==> config.mk <==
export PLATFORM = sky130hd
export DESIGN_NAME = exec_muldiv_ctrl
export DESIGN_NICKNAME = d
export VERILOG_FILES = /design/src/rtl/exec_muldiv_ctrl.sv
export SDC_FILE = /design/constraint.sdc
export NUM_CORES = 1
export LEC_CHECK = 0
export ABC_AREA = 0
export CORE_AREA = 2 2 229 231
export DETAILED_ROUTE_END_ITERATION = 6
export DIE_AREA = 0 0 231 233
export MAX_ROUTING_LAYER = met4
export PLACE_DENSITY = 0.58
export SLEW_MARGIN = 5
export SYNTH_ARGS = -nofsm -noshare
export SYNTH_HDL_FRONTEND = slang
export SYNTH_SLANG_ARGS = --single-unit
==> constraint.sdc <==
create_clock -name CLK -period 6 [get_ports CLK]
set_input_delay 0.9 -clock CLK [delete_from_list [all_inputs] [get_ports CLK]]
set_output_delay 0.9 -clock CLK [all_outputs]
set_load 0.01 [all_outputs]
==> src/rtl/exec_muldiv_ctrl.sv <==
// RV32M multiply/divide sequencer for the EX stage: iterative shift-add multiply and restoring divide.
// Optional feature macro: MULDIV_FAST_MUL_EN (single-cycle multiply; divide stays iterative).
module exec_muldiv_ctrl (
  input  logic        CLK,
  input  logic        RST,
  input  logic        StartE,
  input  logic        FlushE,
  input  logic [2:0]  funct3E,
  input  logic [31:0] SrcAE,
  input  logic [31:0] SrcBE,
  output logic        BusyE,
  output logic        DoneE,
  output logic [31:0] MDResultE
);

  typedef enum logic [1:0] {IDLE, MUL, DIV, DONE} state_e;

  state_e      state_q, state_d;
  logic [5:0]  cnt_q, cnt_d;
  logic [63:0] acc_q, acc_d;
  logic [31:0] opnd_q, opnd_d;
  logic        signA_q, signA_d, signB_q, signB_d;
  logic        special_q, special_d;
  logic [2:0]  funct3_q, funct3_d;
  logic        done_q, done_d;
  logic [31:0] result_q, result_d;

  logic        aSigned, bSigned, signAIn, signBIn, overflowIn;
  logic [31:0] magA, magB;
  logic [32:0] mulSum, divShift;
  logic        divFits;
  logic [31:0] divSub;
  logic [63:0] prodFix;
  logic [31:0] quoFix, remFix, fixRes;

  always_comb begin
    aSigned = 1'b0;
    bSigned = 1'b0;
    case (funct3E)
      3'b001, 3'b100, 3'b110: begin
        aSigned = 1'b1;
        bSigned = 1'b1;
      end
      3'b010:  aSigned = 1'b1;
      default: ;
    endcase
    signAIn    = aSigned & SrcAE[31];
    signBIn    = bSigned & SrcBE[31];
    magA       = signAIn ? (~SrcAE + 32'd1) : SrcAE;
    magB       = signBIn ? (~SrcBE + 32'd1) : SrcBE;
    overflowIn = funct3E[2] & ~funct3E[0] & (SrcAE == 32'h8000_0000) & (SrcBE == 32'hFFFF_FFFF);
  end

  // acc holds {high product, multiplier} for MUL and {remainder, quotient} for DIV.
  always_comb begin
    mulSum   = {1'b0, acc_q[63:32]} + (acc_q[0] ? {1'b0, opnd_q} : 33'd0);
    divShift = {acc_q[63:32], acc_q[31]};
    divFits  = (divShift >= {1'b0, opnd_q});
    divSub   = divShift[31:0] - opnd_q;
  end

`ifdef MULDIV_FAST_MUL_EN
  logic signed [63:0] fastA, fastB, fastProd;
  always_comb begin
    fastA    = {{32{signAIn}}, SrcAE};
    fastB    = {{32{signBIn}}, SrcBE};
    fastProd = fastA * fastB;
  end
`endif

  always_comb begin
    state_d   = state_q;
    cnt_d     = cnt_q;
    acc_d     = acc_q;
    opnd_d    = opnd_q;
    signA_d   = signA_q;
    signB_d   = signB_q;
    special_d = special_q;
    funct3_d  = funct3_q;
    case (state_q)
      IDLE: begin
        if (StartE && !FlushE) begin
          funct3_d  = funct3E;
          signA_d   = signAIn;
          signB_d   = signBIn;
          cnt_d     = 6'd0;
          special_d = 1'b0;
          if (!funct3E[2]) begin
`ifdef MULDIV_FAST_MUL_EN
            acc_d     = fastProd;
            special_d = 1'b1;
            state_d   = DONE;
`else
            acc_d   = {32'd0, magB};
            opnd_d  = magA;
            state_d = MUL;
`endif
          end else if (SrcBE == 32'd0) begin
            acc_d     = {SrcAE, 32'hFFFF_FFFF};
            special_d = 1'b1;
            state_d   = DONE;
          end else if (overflowIn) begin
            acc_d     = {32'd0, 32'h8000_0000};
            special_d = 1'b1;
            state_d   = DONE;
          end else begin
            acc_d   = {32'd0, magA};
            opnd_d  = magB;
            state_d = DIV;
          end
        end
      end
      MUL: begin
        acc_d = {mulSum, acc_q[31:1]};
        cnt_d = cnt_q + 6'd1;
        if (cnt_q == 6'd31) state_d = DONE;
      end
      DIV: begin
        acc_d = divFits ? {divSub, acc_q[30:0], 1'b1} : {divShift[31:0], acc_q[30:0], 1'b0};
        cnt_d = cnt_q + 6'd1;
        if (cnt_q == 6'd31) state_d = DONE;
      end
      default: state_d = IDLE;
    endcase
    if (FlushE) state_d = IDLE;
  end

  // Fixup works on next-state values so the result is registered on the edge entering DONE.
  always_comb begin
    prodFix = acc_d;
    quoFix  = acc_d[31:0];
    remFix  = acc_d[63:32];
    if (!special_d && (signA_d ^ signB_d)) begin
      prodFix = ~acc_d + 64'd1;
      quoFix  = ~acc_d[31:0] + 32'd1;
    end
    if (!special_d && signA_d) remFix = ~acc_d[63:32] + 32'd1;
    case (funct3_d)
      3'b000:                 fixRes = prodFix[31:0];
      3'b001, 3'b010, 3'b011: fixRes = prodFix[63:32];
      3'b100, 3'b101:         fixRes = quoFix;
      default:                fixRes = remFix;
    endcase
    done_d   = (state_d == DONE);
    result_d = done_d ? fixRes : result_q;
  end

  always_ff @(posedge CLK) begin
    if (RST) begin
      state_q   <= IDLE;
      cnt_q     <= 6'd0;
      acc_q     <= 64'd0;
      opnd_q    <= 32'd0;
      signA_q   <= 1'b0;
      signB_q   <= 1'b0;
      special_q <= 1'b0;
      funct3_q  <= 3'd0;
      done_q    <= 1'b0;
      result_q  <= 32'd0;
    end else begin
      state_q   <= state_d;
      cnt_q     <= cnt_d;
      acc_q     <= acc_d;
      opnd_q    <= opnd_d;
      signA_q   <= signA_d;
      signB_q   <= signB_d;
      special_q <= special_d;
      funct3_q  <= funct3_d;
      done_q    <= done_d;
      result_q  <= result_d;
    end
  end

  assign BusyE     = StartE & (state_q != DONE);
  assign DoneE     = done_q;
  assign MDResultE = result_q;

endmodule

-- Word level (Yosys, flattened, before mapping)
Index checks and enable logic that the tools add are counted.
Widths: inputs -> output; s select.
- order comparisons: 1
- mux-type cells: 38
- bitwise operators: 13
- $add $sub $neg: 8
- equal/unequal tests: 19
- reduce and logical (&&, ||, !) cells: 16
- operators with widths (kind ; number):
    $mux 64 ; 5
    $mux 32 ; 9
    $pmux 64 s3 ; 1
    $add 32x1->32 const B ; 4
    $not 32->32 ; 4
    $pmux 32 s3 ; 1
    $add 64x1->64 const B ; 1
    $eq 32x32->1 const B ; 2
    $not 64->64 ; 1
    $add 32x32->33 ; 1
    $ge 33x32->1 ; 1
    $logic_not 32->1 ; 1
    $sub 32x32->32 ; 1
    $mux 1 ; 13
    $eq 3x3->1 const B ; 4
    $pmux 6 s2 ; 1
    $eq 3x2->1 const B ; 3
    $mux 2 ; 4
    $ne 2x2->1 const B ; 4
    $add 6x1->6 const B ; 1
    $and 1x1->1 ; 6
    $eq 3x1->1 const B ; 2
    $eq 6x5->1 const B ; 1
    $mux 3 ; 2
    other kinds (16) ; 22
- flip-flop bits (word level): 143
- output and inout bits: 34
- input bits: 71
- logic and storage cells: 105

-- Depth between registers and ports, before layout
Gate-level depths: netlist of run 1.
- word-level depth: 14
- gate-level depth with buffers: 21
- mapped depth without buffers: 17

-- Least setup slack after synthesis of run 1
OpenSTA, ideal clock, no wires.
- path type: input-to-reg
- start: in SrcAE[23]
- end: reg result_q[12] (netlist: MDResultE[12])
- data arrival time: 4.764 ns
- cell stages on the path: 17
- path buffers: 2
- data required time: 5.863 ns
- setup slack: 1.099 ns
- library setup time: 0.137 ns
- cell sequence: buf_2 > or4_4 > nor2_1 > nand4_1 > o21ai_0 > a21oi_1 > o32ai_2 > ha_1 > nand4_1 > or4b_4 > nor3_4 > and2_1 > buf_2 > a31oi_1 > xor2_1 > a222oi_1 > a211oi_1
- longest elaborated chain between the ends: 12
- elaborated cells between the ends (all ways): 34
- classes of those cells: add/sub (3); eq/ne (2); mux (21); bitwise (5); reduce/logical (3)
- ends and longest elaborated chain (item ; line ; RTL):
    from (decl) ; 9 ; input logic [31:0] SrcAE,
    $not 32->32 or $eq 32x32->1 (tied branches) ; 49, 51 ;
    $add 32x1->32 or $and 1x1->1 (tied branches) ; 49, 51 ;
    $mux 32 or $and 1x1->1 (tied branches) ; 49, 51 ;
    $mux 32 or $mux 1 (tied branches) ; 102 ; end else if (overflowIn) begin
    $mux 64 or $mux 1 (tied branches) ; 98 ; end else if (SrcBE == 32'd0) begin
    $mux 64 or $mux 1 (tied branches) ; 88 ; if (!funct3E[2]) begin
    $mux 64 or $mux 1 (tied branches) ; 82 ; if (StartE && !FlushE) begin
    $pmux 64 s3 or $mux 1 (tied branches) ; 80 ; case (state_q)
    $not 64->64, or another cell as far along ; 134 ; prodFix = ~acc_d + 64'd1;
    $add 64x1->64, or another cell as far along ; 134 ;
    $mux 64, or another cell as far along ; 133 ; if (!special_d && (signA_d ^ signB_d)) begin
    $pmux 32 s3 ; 138 ; case (funct3_d)
    to (signal assigned) ; 170 ; result_q <= result_d;
    to (decl) ; 26 ; logic [31:0] result_q, result_d;
Parallel ways exist; a longest one is shown, timed or not.
A chain may end at the register's enable or synchronous reset.

-- Final worst setup path of run 1
- start: reg opnd_q[21]
- end: reg result_q[15] (netlist: MDResultE[15])
- longest elaborated chain between the ends: 7
- elaborated cells between the ends (all ways): 13
- classes of those cells: add/sub (3); order compare (1); mux (6); bitwise (3)
- ends and longest elaborated chain (item ; line ; RTL):
    from (decl) ; 21 ; logic [31:0] opnd_q, opnd_d;
    from (signal assigned) ; 164 ; opnd_q <= opnd_d;
    $ge 33x32->1 * ; 58 ; divFits = (divShift >= {1'b0, opnd_q});
    $mux 64 * ; 119 ; acc_d = divFits ? {divSub, acc_q[30:0], 1'b1} : {divShift[31:0], acc_q[30:0], 1'b0};
    $pmux 64 s3 * ; 80 ;
    $not 64->64, or another cell as far along ; 134 ;
    $add 64x1->64, or another cell as far along ; 134 ;
    $mux 64, or another cell as far along ; 133 ;
    $pmux 32 s3 * ; 138 ;
Every way passes the cells marked *; elsewhere a longest branch is shown, timed or not.

==> results of run 1 <==
==> per-stage QoR <==
stage	worst slack (ns)	std cells	util [%]	power (µW)	hold WS, ns
global route	0.0127	3413	41.9	4120	0.491
floorplan	1.10	2541	-	2040	0.436
CTS	0.0457	3412	41.9	3930	0.459
global placement	-0.0328	3380	40.7	2760	0.448
finish	0.202	3413	41.9	3990	0.457
detailed placement	-0.0919	3380	40.7	2760	0.446
==> worst min-delay path, cell delays in order (launching register included) <==
cell and delay (ns):
dfxtp_1 0.31, nand2_1 0.05, a21oi_1 0.05
==> worst min path at each step <==
| stage | slack (ns) | end | from |
|---|---|---|---|
| global route | 0.49 | funct3_q[2]$_SDFF_PP0_ | funct3_q[2]$_SDFF_PP0_ |
| finish | 0.46 | MDResultE[6]$_SDFFE_PP0P_ | MDResultE[6]$_SDFFE_PP0P_ |
| detailed placement | 0.45 | MDResultE[6]$_SDFFE_PP0P_ | MDResultE[6]$_SDFFE_PP0P_ |
| global placement | 0.45 | MDResultE[6]$_SDFFE_PP0P_ | MDResultE[6]$_SDFFE_PP0P_ |
| floorplan | 0.44 | funct3_q[2]$_SDFF_PP0_ | funct3_q[2]$_SDFF_PP0_ |
| CTS | 0.46 | MDResultE[6]$_SDFFE_PP0P_ | MDResultE[6]$_SDFFE_PP0P_ |
==> layer usage <==
layer  GRT usage [%]  wire length (µm)  vias to the layer above
met2            56.0             42800                     1378
met3            5.72              9160                      254
met1            46.5             39800                    10800
li1                -                 -                     9951
met5               -                 0                        -
met4            19.3              6020                        0
==> flip-flops by register name, summed over array words and instances, names as in the netlist <==
name and count:
funct3_q 3, cnt_q 6, special_q 1, state_q 2
opnd_q 32, MDResultE 32, signB_q 1, acc_q 64
signA_q 1, DoneE 1
==> Yosys cell counts (35+ instances only) <==
cell type and number:
xor2_1 66, inv_1 80, a31oi_1 38, ha_1 74, xnor2_1 79, nor3_1 72, a21oi_1 209, buf_2 44
o211ai_1 35, nand4_1 53, and2_1 50, nor4_1 55, dfxtp_1 143, nor2_1 238, o21ai_0 189, clkbuf_1 123
nand2_1 240, nand3_1 69
==> power by group <==
group | switching (µW) | internal, µW
combinational | 1150 | 620
clock | 515 | 664
sequential | 55.0 | 991
==> timing repair <==
item                                    in CTS  in global routing
gates resized for setup                      0                  8
hold endpoints to repair                     0                  0
setup buffers                                0                  0
endpoints found under the setup margin       0                 10
==> layout make-up <==
type                            count  share of cell area [%]
Antenna cell                        1                  0.0117
Clock buffer                       19                    2.02
Clock inverter                     13                   0.835
Inverter                           81                    1.42
Multi-Input combinational cell   2132                    64.9
Sequential cell                   143                    13.4
Tap cell                          680                    3.97
Timing Repair Buffer              344                    13.5
==> cells by family after synthesis <==
group                      share of synthesized area (%)
and+or+nand+nor                                     29.8
AOI/OAI and AO/OA                                   33.4
buffers and inverters                               6.21
xor gates and xnor gates                            7.13
DFF                                                 16.1
adders and majority gates                           5.43
muxes                                               1.95
==> impl_metrics.tcl, run 1 <==
set metrics [dict create \
    status "finished, final reports clean" \
    cts_buffer_depth 2 \
    clk_pin_slew_ns 0.07 \
    cp.required_ns 6.33 \
    setup.worst_path.end "MDResultE[15]$_SDFFE_PP0P_" \
    yosysWarnings 0 \
    rsz0062_at_grt "no" \
    hold_viol 0 \
    cpMostUsedCell "buf_4" \
    min_period_ns 5.80 \
    nets 2866 \
    synth_ff_type "dfxtp_1" \
    hold_path_depth 2 \
    maxSlewHeadroom_pct 26.4 \
    synth_top_area_cell "dfxtp_1" \
    worst_slew_pin_slew_ns 1.09 \
    crit_family "simple AND/OR/NAND/NOR gates" \
    rows 83 \
    finalSetupTns_ns 0 \
    drv_cap 0 \
    drtAntennaViolNets 0 \
    gr-total-overflow 0 \
    initial_core_util_pct 34.8 \
    cts_max_level 4 \
    cts_tree "built" \
    synthArstFlopShare_pct 0 \
    synth_fp_nets 2688 \
    cp_max_fo 10 \
    synth_area_um2 17800 \
    placed_area_um2 20800 \
    worst_r2r_endpoint "MDResultE[15]$_SDFFE_PP0P_" \
    skew_ns 0.0153 \
    p_leak_uw 0.00806 \
    seq_area_um2 2860 \
    grt_max_degree 87 \
    cp_slowest_cell "a2111oi_1" \
    fillCellCount 5474 \
    clock-sinks 143 \
    design_area_um2 21400 \
    rr_worst_depth 18 \
    clock.fmax_ghz 0.172 \
    syn_avg_cell_area_um2 7.01 \
    final_cell_mix "nand2_1, nor2_1, buf_4, a21oi_1, o21ai_0" \
    synth_area_leaders "dfxtp_1, a21oi_1, o21ai_0" \
    io_buffers 104 \
    clkLatencyLatePin_ns 0.49 \
    final_common_cell "nand2_1" \
    yosysUniqueCellTypes 112 \
    cp-start-kind "flop" \
    cpPeakStageDelay_ns 0.56 \
    dieArea_um2 53800 \
    vdd_drop_max_mv 0.236 \
    dr.pass1.iters 6 \
    drive_above_1_share_pct 13.6 \
    dp_hpwl_um 77800 \
    path_cells "inv_1, ha_1, nand2_1, or4b_1, nor4_2, nor2_1, buf_4, nand3_2, buf_4, mux2i_1, nand4_2, nor3_4, nand4_1, o21ai_0, xor2_1, a2111oi_1, buf_4, nor3_1" \
    drc_errors 0 \
    critPathKind "reg2reg" \
    min_path_type "reg2reg" \
    synth_edf_count 0 \
    reg2reg_from "opnd_q[21]$_SDFFE_PP0P_" \
    crit_path_start "opnd_q[21]$_SDFFE_PP0P_" \
    cts_hold_buf 0 \
    netlist.area_leader.share_pct 16.1 \
    ys_seq_area_share_pct 16.1 \
    min_period_over_period_pct 96.6 \
    synthToLayoutAreaGrowth_pct 20.4 \
    grt_pass1_wl_um 142000 \
    wl_per_cell_um 28.7 \
    multi_input_area_um2 13900 \
    die_w_um 231 \
    antenna_found_initial 1 \
    syn_inst 2541 \
    setup_viol 0 \
    gp_congestion 1.08 \
    grt_usage_pct 36.6 \
    end_kind "flop" \
    routed_wl_um 97800 \
    clockRootBuffer "clkbuf_16" \
    drt_iter0_drc 3061 \
    synth-seq-cells 143 \
    crit_buf_inv 4 \
    p_per_area_nw_per_um2 186 \
    grt_pass1_vias 20800 \
    r2r_slack_ns 0.20 \
    arrival_ns 6.13 \
    cts_inserted_buffers 17 \
    viasPerCell 6.56 \
    pin_count 105 \
    cp_num_cells 18 \
    vias 22400 \
    drv_slew 0 \
    core_um2 51100 \
    die_h_um 233 \
]
No activity file was read; power rests on OpenSTA's default activity.
==> run 2: changes to the inputs <==
--- a/config.mk
+++ b/config.mk
@@ -11,7 +11,7 @@
 export DIE_AREA = 0 0 231 233
 export MAX_ROUTING_LAYER = met4
 export PLACE_DENSITY = 0.58
-export SLEW_MARGIN = 5
+export SLEW_MARGIN = 20
 export SYNTH_ARGS = -nofsm -noshare
 export SYNTH_HDL_FRONTEND = slang
 export SYNTH_SLANG_ARGS = --single-unit
==> results of run 2 <==
Final layout, timing and power as in run 1 (identical DEF).
